**config.mk**
```make
export PLATFORM = sky130hd
export DESIGN_NAME = sdft_scheduler
export DESIGN_NICKNAME = d
export VERILOG_FILES = /design/src/rtl/sdft_scheduler_pkg.sv /design/src/rtl/sdft_scheduler_bram_write_arb.sv /design/src/rtl/sdft_scheduler.sv
export SDC_FILE = /design/constraint.sdc
export NUM_CORES = 1
export LEC_CHECK = 0
export ABC_AREA = 1
export ABC_CLOCK_PERIOD_IN_PS = 4800
export CORE_ASPECT_RATIO = 0.5
export CORE_MARGIN = 3
export CORE_UTILIZATION = 51
export DETAILED_ROUTE_END_ITERATION = 8
export PLACE_DENSITY = 0.85
export SKIP_CTS_REPAIR_TIMING = 1
export SLEW_MARGIN = 40
export SYNTH_ARGS = -nofsm -noshare
export SYNTH_HDL_FRONTEND = slang
export SYNTH_SLANG_ARGS = --single-unit
export TNS_END_PERCENT = 100
```
**constraint.sdc**
```tcl
create_clock -name clk -period 4.8 [get_ports clk]
set_input_delay 0.48 -clock clk [delete_from_list [all_inputs] [get_ports clk]]
set_output_delay 0.48 -clock clk [all_outputs]
set_load 0.02 [all_outputs]
```
**src/rtl/sdft_scheduler_pkg.sv**
```systemverilog
`default_nettype none
// ---------------------------------------------------------------------------
// sdft_scheduler_pkg
//   Shared state encoding and default geometry constants used by the SDFT,
//   waterfall BRAM and display blocks.
//   Rev 1.0 - initial release
// ---------------------------------------------------------------------------
package sdft_scheduler_pkg;

  localparam int unsigned DEF_FREQ_BINS  = 64;
  localparam int unsigned DEF_LIMIT_BINS = 32;
  localparam int unsigned DEF_ROWS       = 10;

  typedef enum logic [1:0] {
    S_IDLE  = 2'd0,
    S_START = 2'd1,
    S_SWEEP = 2'd2,
    S_DRAIN = 2'd3
  } sched_state_e;

endpackage
`default_nettype wire

```
**src/rtl/sdft_scheduler_bram_write_arb.sv**
```systemverilog
`default_nettype none
// ---------------------------------------------------------------------------
// bram_write_arb
//   Freq BRAM write port arbiter. The display reader (rd_en_i) always wins;
//   a magnitude that collides with a read is parked in a 1-deep hold
//   register and written on the first cycle without a read.
//   Rev 1.0 - initial release
// ---------------------------------------------------------------------------
module bram_write_arb #(
  parameter int DATA_W  = 16,
  parameter int BRAM_AW = 9
) (
  input  logic               clk,
  input  logic               reset_n,
  input  logic               req_i,
  input  logic [BRAM_AW-1:0] req_addr_i,
  input  logic [DATA_W-1:0]  req_data_i,
  input  logic               rd_en_i,
  output logic               hold_full_o,
  output logic               wr_en_o,
  output logic [BRAM_AW-1:0] wr_addr_o,
  output logic [DATA_W-1:0]  wr_data_o
);

  logic               hold_full_q;
  logic [BRAM_AW-1:0] hold_addr_q;
  logic [DATA_W-1:0]  hold_data_q;

  // Park a request that loses to a read; release it once the read ends.
  always_ff @(posedge clk or negedge reset_n) begin
    if (!reset_n) begin
      hold_full_q <= 1'b0;
      hold_addr_q <= '0;
      hold_data_q <= '0;
    end else if (req_i && rd_en_i) begin
      hold_full_q <= 1'b1;
      hold_addr_q <= req_addr_i;
      hold_data_q <= req_data_i;
    end else if (hold_full_q && !rd_en_i) begin
      hold_full_q <= 1'b0;
    end
  end

  // Drive the write port: held data first, else a direct write; zero when idle.
  // A new request never coincides with a full hold because the scheduler
  // stops issuing bins while the hold is occupied.
  always_comb begin
    wr_en_o   = 1'b0;
    wr_addr_o = '0;
    wr_data_o = '0;
    if (!rd_en_i) begin
      if (hold_full_q) begin
        wr_en_o   = 1'b1;
        wr_addr_o = hold_addr_q;
        wr_data_o = hold_data_q;
      end else if (req_i) begin
        wr_en_o   = 1'b1;
        wr_addr_o = req_addr_i;
        wr_data_o = req_data_i;
      end
    end
  end

  assign hold_full_o = hold_full_q;

endmodule
`default_nettype wire

```
**src/rtl/sdft_scheduler.sv**
```systemverilog
`default_nettype none
// ---------------------------------------------------------------------------
// sdft_scheduler
//   Per-sample sequencer for the sliding-DFT: loads the new ADC sample,
//   sweeps all bins through the SDFT with a valid/ready handshake, and on
//   every DECIMATE-th sample stores bins 0..LIMIT_BINS-1 into one waterfall
//   row of the freq BRAM.
//   Optional feature macro: SDFT_SCHED_STATS_EN (saturating overrun counter;
//   when undefined overrun_count is tied to 0).
//   Rev 1.0 - initial release
// ---------------------------------------------------------------------------
module sdft_scheduler
  import sdft_scheduler_pkg::*;
#(
  parameter int FREQ_BINS  = DEF_FREQ_BINS,
  parameter int LIMIT_BINS = DEF_LIMIT_BINS,
  parameter int ROWS       = DEF_ROWS,
  parameter int DECIMATE   = 16,
  parameter int DATA_W     = 16,
  parameter int BIN_W      = $clog2(FREQ_BINS),
  parameter int ROW_W      = $clog2(ROWS),
  parameter int BRAM_AW    = 9
) (
  input  logic               clk,
  input  logic               reset_n,
  input  logic               sample_valid,
  input  logic [DATA_W-1:0]  sample_in,
  output logic               sdft_start,
  output logic [DATA_W-1:0]  sdft_sample,
  output logic               bin_valid,
  output logic [BIN_W-1:0]   bin_idx,
  input  logic               bin_ready,
  input  logic               mag_valid,
  input  logic [DATA_W-1:0]  mag_in,
  input  logic               rd_en,
  output logic               wr_en,
  output logic [BRAM_AW-1:0] wr_addr,
  output logic [DATA_W-1:0]  wr_data,
  output logic [ROW_W-1:0]   row_ptr,
  output logic               row_done,
  output logic [7:0]         overrun_count
);

  localparam int             CNT_W   = (DECIMATE > 1) ? $clog2(DECIMATE) : 1;
  localparam logic [BIN_W:0] LIMIT_L = (BIN_W+1)'(LIMIT_BINS);

  sched_state_e       state_q, state_d;
  logic [DATA_W-1:0]  sample_q;
  logic [BIN_W-1:0]   bin_q;
  logic [BIN_W-1:0]   mag_bin_q;   // bin whose magnitude is outstanding
  logic               pending_q;
  logic [CNT_W-1:0]   sample_cnt_q;
  logic [ROW_W-1:0]   row_ptr_q;

  logic               hold_full;
  logic               accept;
  logic               last_bin;
  logic               capture;
  logic               drain_exit;
  logic               store_req;
  logic [BRAM_AW-1:0] store_addr;

  assign capture    = (sample_cnt_q == CNT_W'(DECIMATE - 1));
  assign bin_valid  = (state_q == S_SWEEP) && !pending_q && !hold_full;
  assign accept     = bin_valid && bin_ready;
  assign last_bin   = (bin_q == BIN_W'(FREQ_BINS - 1));
  assign drain_exit = (state_q == S_DRAIN) && !pending_q && !hold_full;
  // pending_q gates mag_valid so stray returns outside a sweep are ignored
  assign store_req  = mag_valid && pending_q && capture && ({1'b0, mag_bin_q} < LIMIT_L);
  assign store_addr = BRAM_AW'(row_ptr_q) * BRAM_AW'(LIMIT_BINS) + BRAM_AW'(mag_bin_q);

  // State register.
  always_ff @(posedge clk or negedge reset_n) begin
    if (!reset_n) state_q <= S_IDLE;
    else          state_q <= state_d;
  end

  // Next-state decode plus the one-cycle start and row-commit pulses.
  always_comb begin
    state_d    = state_q;
    sdft_start = 1'b0;
    row_done   = 1'b0;
    case (state_q)
      S_IDLE:  if (sample_valid) state_d = S_START;
      S_START: begin
        sdft_start = 1'b1;
        state_d    = S_SWEEP;
      end
      S_SWEEP: if (accept && last_bin) state_d = S_DRAIN;
      S_DRAIN: if (drain_exit) begin
        state_d  = S_IDLE;
        row_done = capture;
      end
      default: state_d = S_IDLE;
    endcase
  end

  // Sample latch, bin sweep counter, outstanding-bin tracking, row bookkeeping.
  always_ff @(posedge clk or negedge reset_n) begin
    if (!reset_n) begin
      sample_q     <= '0;
      bin_q        <= '0;
      mag_bin_q    <= '0;
      pending_q    <= 1'b0;
      sample_cnt_q <= '0;
      row_ptr_q    <= '0;
    end else begin
      if ((state_q == S_IDLE) && sample_valid) sample_q <= sample_in;

      if (state_q == S_START) begin
        bin_q <= '0;
      end else if (accept) begin
        mag_bin_q <= bin_q;
        bin_q     <= bin_q + 1'b1;
      end

      if (accept)         pending_q <= 1'b1;
      else if (mag_valid) pending_q <= 1'b0;

      if (drain_exit) begin
        sample_cnt_q <= capture ? '0 : sample_cnt_q + 1'b1;
        if (capture) begin
          row_ptr_q <= (row_ptr_q == ROW_W'(ROWS - 1)) ? '0 : row_ptr_q + 1'b1;
        end
      end
    end
  end

  assign sdft_sample = sample_q;
  assign bin_idx     = bin_q;
  assign row_ptr     = row_ptr_q;

  bram_write_arb #(
    .DATA_W  (DATA_W),
    .BRAM_AW (BRAM_AW)
  ) u_arb (
    .clk         (clk),
    .reset_n     (reset_n),
    .req_i       (store_req),
    .req_addr_i  (store_addr),
    .req_data_i  (mag_in),
    .rd_en_i     (rd_en),
    .hold_full_o (hold_full),
    .wr_en_o     (wr_en),
    .wr_addr_o   (wr_addr),
    .wr_data_o   (wr_data)
  );

`ifdef SDFT_SCHED_STATS_EN
  logic [7:0] ovr_q;

  // Count samples arriving while busy, saturating at 255.
  always_ff @(posedge clk or negedge reset_n) begin
    if (!reset_n) begin
      ovr_q <= 8'd0;
    end else if (sample_valid && (state_q != S_IDLE) && (ovr_q != 8'hFF)) begin
      ovr_q <= ovr_q + 8'd1;
    end
  end

  assign overrun_count = ovr_q;
`else
  assign overrun_count = 8'd0;
`endif

endmodule
`default_nettype wire

```
==> reports/qor.tcl <==
set qor(outcome) {finished clean}
set qor(crit_start) {sample_cnt_q[0]}
set qor(worst_r2r_start) {state_q[0]}
set qor(grt_first_pass_wirelength_mm) 13.18
set qor(library_cells_used_by_synthesis) 29
set qor(mappedNetlistArea_um2) 3415
set qor(synth-edff-count) 0
set qor(crit_arrival_ps) 2460
set qor(synthArstFlopShare_pct) 100.0
set qor(reg2reg_slack_ps) 3080
set qor(area.growth.synth_to_final_pct) 35.69
set qor(setup_violations) 0
set qor(synth.yosys.warnings) 0
set qor(worst_hold_path_type) {primary input to async pin}
set qor(htree_levels) 3
set qor(route.antenna.remaining_nets) 0
set qor(layout.filler_cells) 474
set qor(postSynthCellCount) 383
set qor(postSynthRegisterBits) 65
set qor(die_y_um) 63.86
set qor(cts.sink_count) 65
set qor(via_per_inst) 5.160
set qor(grt_overflow) 0
set qor(detail_route.wl_per_cell_um) 13.68
set qor(antenna_cells) 0
set qor(hold_violations) 0
set qor(hold_slack_ps) 223.1
set qor(grt_pass1_vias) 2983
set qor(power_density_nw_per_um2) 450.2
set qor(critical_path_required_ps) 4320
set qor(leakage_nw) 2.021
set qor(clk_lat_worst_skew_ps) 330
set qor(ctsLongestPathBuffers) 2
set qor(routed_wirelength_mm) 7.718
set qor(drv_slew) 0
set qor(fp.dieArea_um2) 7773
set qor(route.vias.total) 2910
set qor(io_pins) 101
set qor(gp_routability_congestion) 0.8098
set qor(die_x_um) 121.7
set qor(max-vdd-ir-drop_mv) 0.3767
set qor(timing.final.crit_share_pct) 61.16
set qor(cts_tree) {done}
set qor(netlist_top_cells_area) {dfrtp_1 (48%), nand2_1 (12%), nand3_1 (6.7%), mux2_2 (5.6%), nand3_2 (3.2%)}
set qor(number_of_buffers_created_by_cts) 9
set qor(number_of_antenna_violations_at_the_first_check_in_global_routing) 0
set qor(drive_gt1_share_pct) 14.71
set qor(core_area_um2) 6281
set qor(drcViolationCount) 0
set qor(timing.critical_path.to) {wr_addr[5]}
set qor(timing_worst_setup_path_type) {flop to output port}
set qor(place.detailed.hpwl_mm) 5.129
set qor(reg2regPathDepth) 4
set qor(tightestPinTransition_ps) 668.6
set qor(r2r_end) {sdft_sample[14]}
set qor(root_buffer) {clkbuf_16}
set qor(final.min_clock_period_ps) 2936
set qor(floorplan.initialDensity_pct) 54.36
set qor(first_pass_iters) 5
set qor(tns_ps) 0
set qor(top_area_cell_type_share_of_the_netlist_area_pct) 47.64
set qor(max-slew-margin-rel_pct) 55.32
set qor(rows) 20
set qor(timing.clock.skew_ps) 7.876
set qor(postSynth.topFlopCell) {dfrtp_1}
set qor(critical_path.max_fanout) 26
set qor(detail_route.iter0.violations) 194
set qor(cts.reportedPaths.clkPinSlew_ps) 50
set qor(portBuffers) 92
set qor(crit_path_start_kind) {flop}
set qor(clock.fmax_mhz) 340.6
set qor(drv.max_cap_violation_count) 0
set qor(design.final.nets) 517
set qor(setup.worst_path.end_class) {output port}
set qor(syn-mean-instance-area_um2) 8.915
set qor(grtUsageTotal_pct) 21.21
set qor(synth_seq_area_share_pct) 47.64
set qor(rsz0062_at_grt) {no}
set qor(synth.largest_area_cell) {dfrtp_1}
set qor(pin_count_of_the_biggest_net_entering_global_routing) 66
set qor(power.total_w) 0.002086
[cell type report]
cell class	instances	area, um^2	area share [%]
clock buffers	14	264.0	5.698
inverters	23	86.33	1.863
well taps	88	110.1	2.376
multi-input cells	275	1550	33.46
flip-flops and latches	65	1628	35.13
clock inverters	2	12.51	0.2701
repair buffers	97	982.2	21.20
[metrics by stage]
step                std cells  instance area [um^2]  worst slack, ps  utilization, %
global route              564                  4633             1709           73.76
CTS                       564                  4629             1854           73.71
detailed placement        548                  4353             1918           69.30
global placement          546                  4307             1505           68.57
finish                    564                  4633             1864           73.76
floorplan                 390                  3441             2806               -
[per-layer routing]
layer	global-route usage [%]	vias to the layer above	wire (um)
met4	5.866	0	90
met5	0	-	0
li1	-	1422	-
met2	35.40	109	3624
met3	10.96	8	746
met1	24.06	1371	3257
[cell families (layout without fill, tap and decap cells)]
kind of cell	after synthesis	in the layout	share of synthesized area, %
compound gates	44	44	7.622
xor+xnor	6	6	1.539
fa+ha+maj	8	8	2.932
buf+inv	50	136	7.731
flops	65	65	47.64
mux	17	17	5.606
other cells	1	8	0.1098
simple gates	192	192	26.82
[registers in the layout, indices dropped and copies added (netlist names)]
name	count
sample_cnt_q	4
bin_idx	6
row_ptr	4
u_arb.hold_addr_q	9
state_q	2
sdft_sample	16
u_arb.hold_full_o	1
pending_q	1
u_arb.hold_data_q	16
mag_bin_q	6
[critical path: stages, from the launching register on]
cell,delay (ps)
dfrtp_1,370
ha_1,200
nand3_2,150
nor2_4,170
buf_8,210
buf_16,180
nand3_2,80
a21oi_2,150
clkdlybuf4s50_1,620
[power breakdown]
| group | switching (W) | internal (W) | leakage [nW] |
|---|---|---|---|
| logic | 0.000368 | 0.000334 | 1.03 |
| registers | 0.0000952 | 0.000688 | 0.855 |
| clock network | 0.000225 | 0.000377 | 0.133 |
[layout by cell type, fill, tap and decap left out, types with 4 or more instances in the layout]
cell type | Yosys | routed
conb_1 | 1 | 8
o21ai_1 | 4 | 4
o21ai_0 | 11 | 11
ha_1 | 8 | 8
inv_1 | 19 | 19
nand4_1 | 8 | 8
nand3_2 | 11 | 11
a21oi_1 | 18 | 18
clkbuf_16 | 0 | 9
nand2_1 | 107 | 107
mux2_2 | 17 | 17
dfrtp_1 | 65 | 64
nand3_1 | 46 | 46
clkdlybuf4s50_1 | 0 | 90
a21oi_2 | 10 | 10
nor2_1 | 12 | 12
[synth_stat cells, types with 4 or more instances]
library cell  number
a21oi_1           18
a21oi_2           10
buf_2              7
buf_4             11
clkbuf_1           5
dfrtp_1           65
ha_1               8
inv_1             19
mux2_2            17
nand2_1          107
nand3_1           46
nand3_2           11
nand4_1            8
nor2_1            12
o21ai_0           11
o21ai_1            4
[worst min-delay path by stage]
stage | end | slack [ps] | cells after the start
after floorplan | bin_idx[0] | 180 | 0
after global placement | u_arb.hold_data_q[10] | 450 | 2
after detailed placement | u_arb.hold_data_q[14] | 460 | 2
after CTS | u_arb.hold_data_q[9] | 350 | 2
after global routing | u_arb.hold_data_q[9] | 270 | 2
final | u_arb.hold_data_q[9] | 220 | 2
Note: power is estimated with default switching activity, not from simulation.
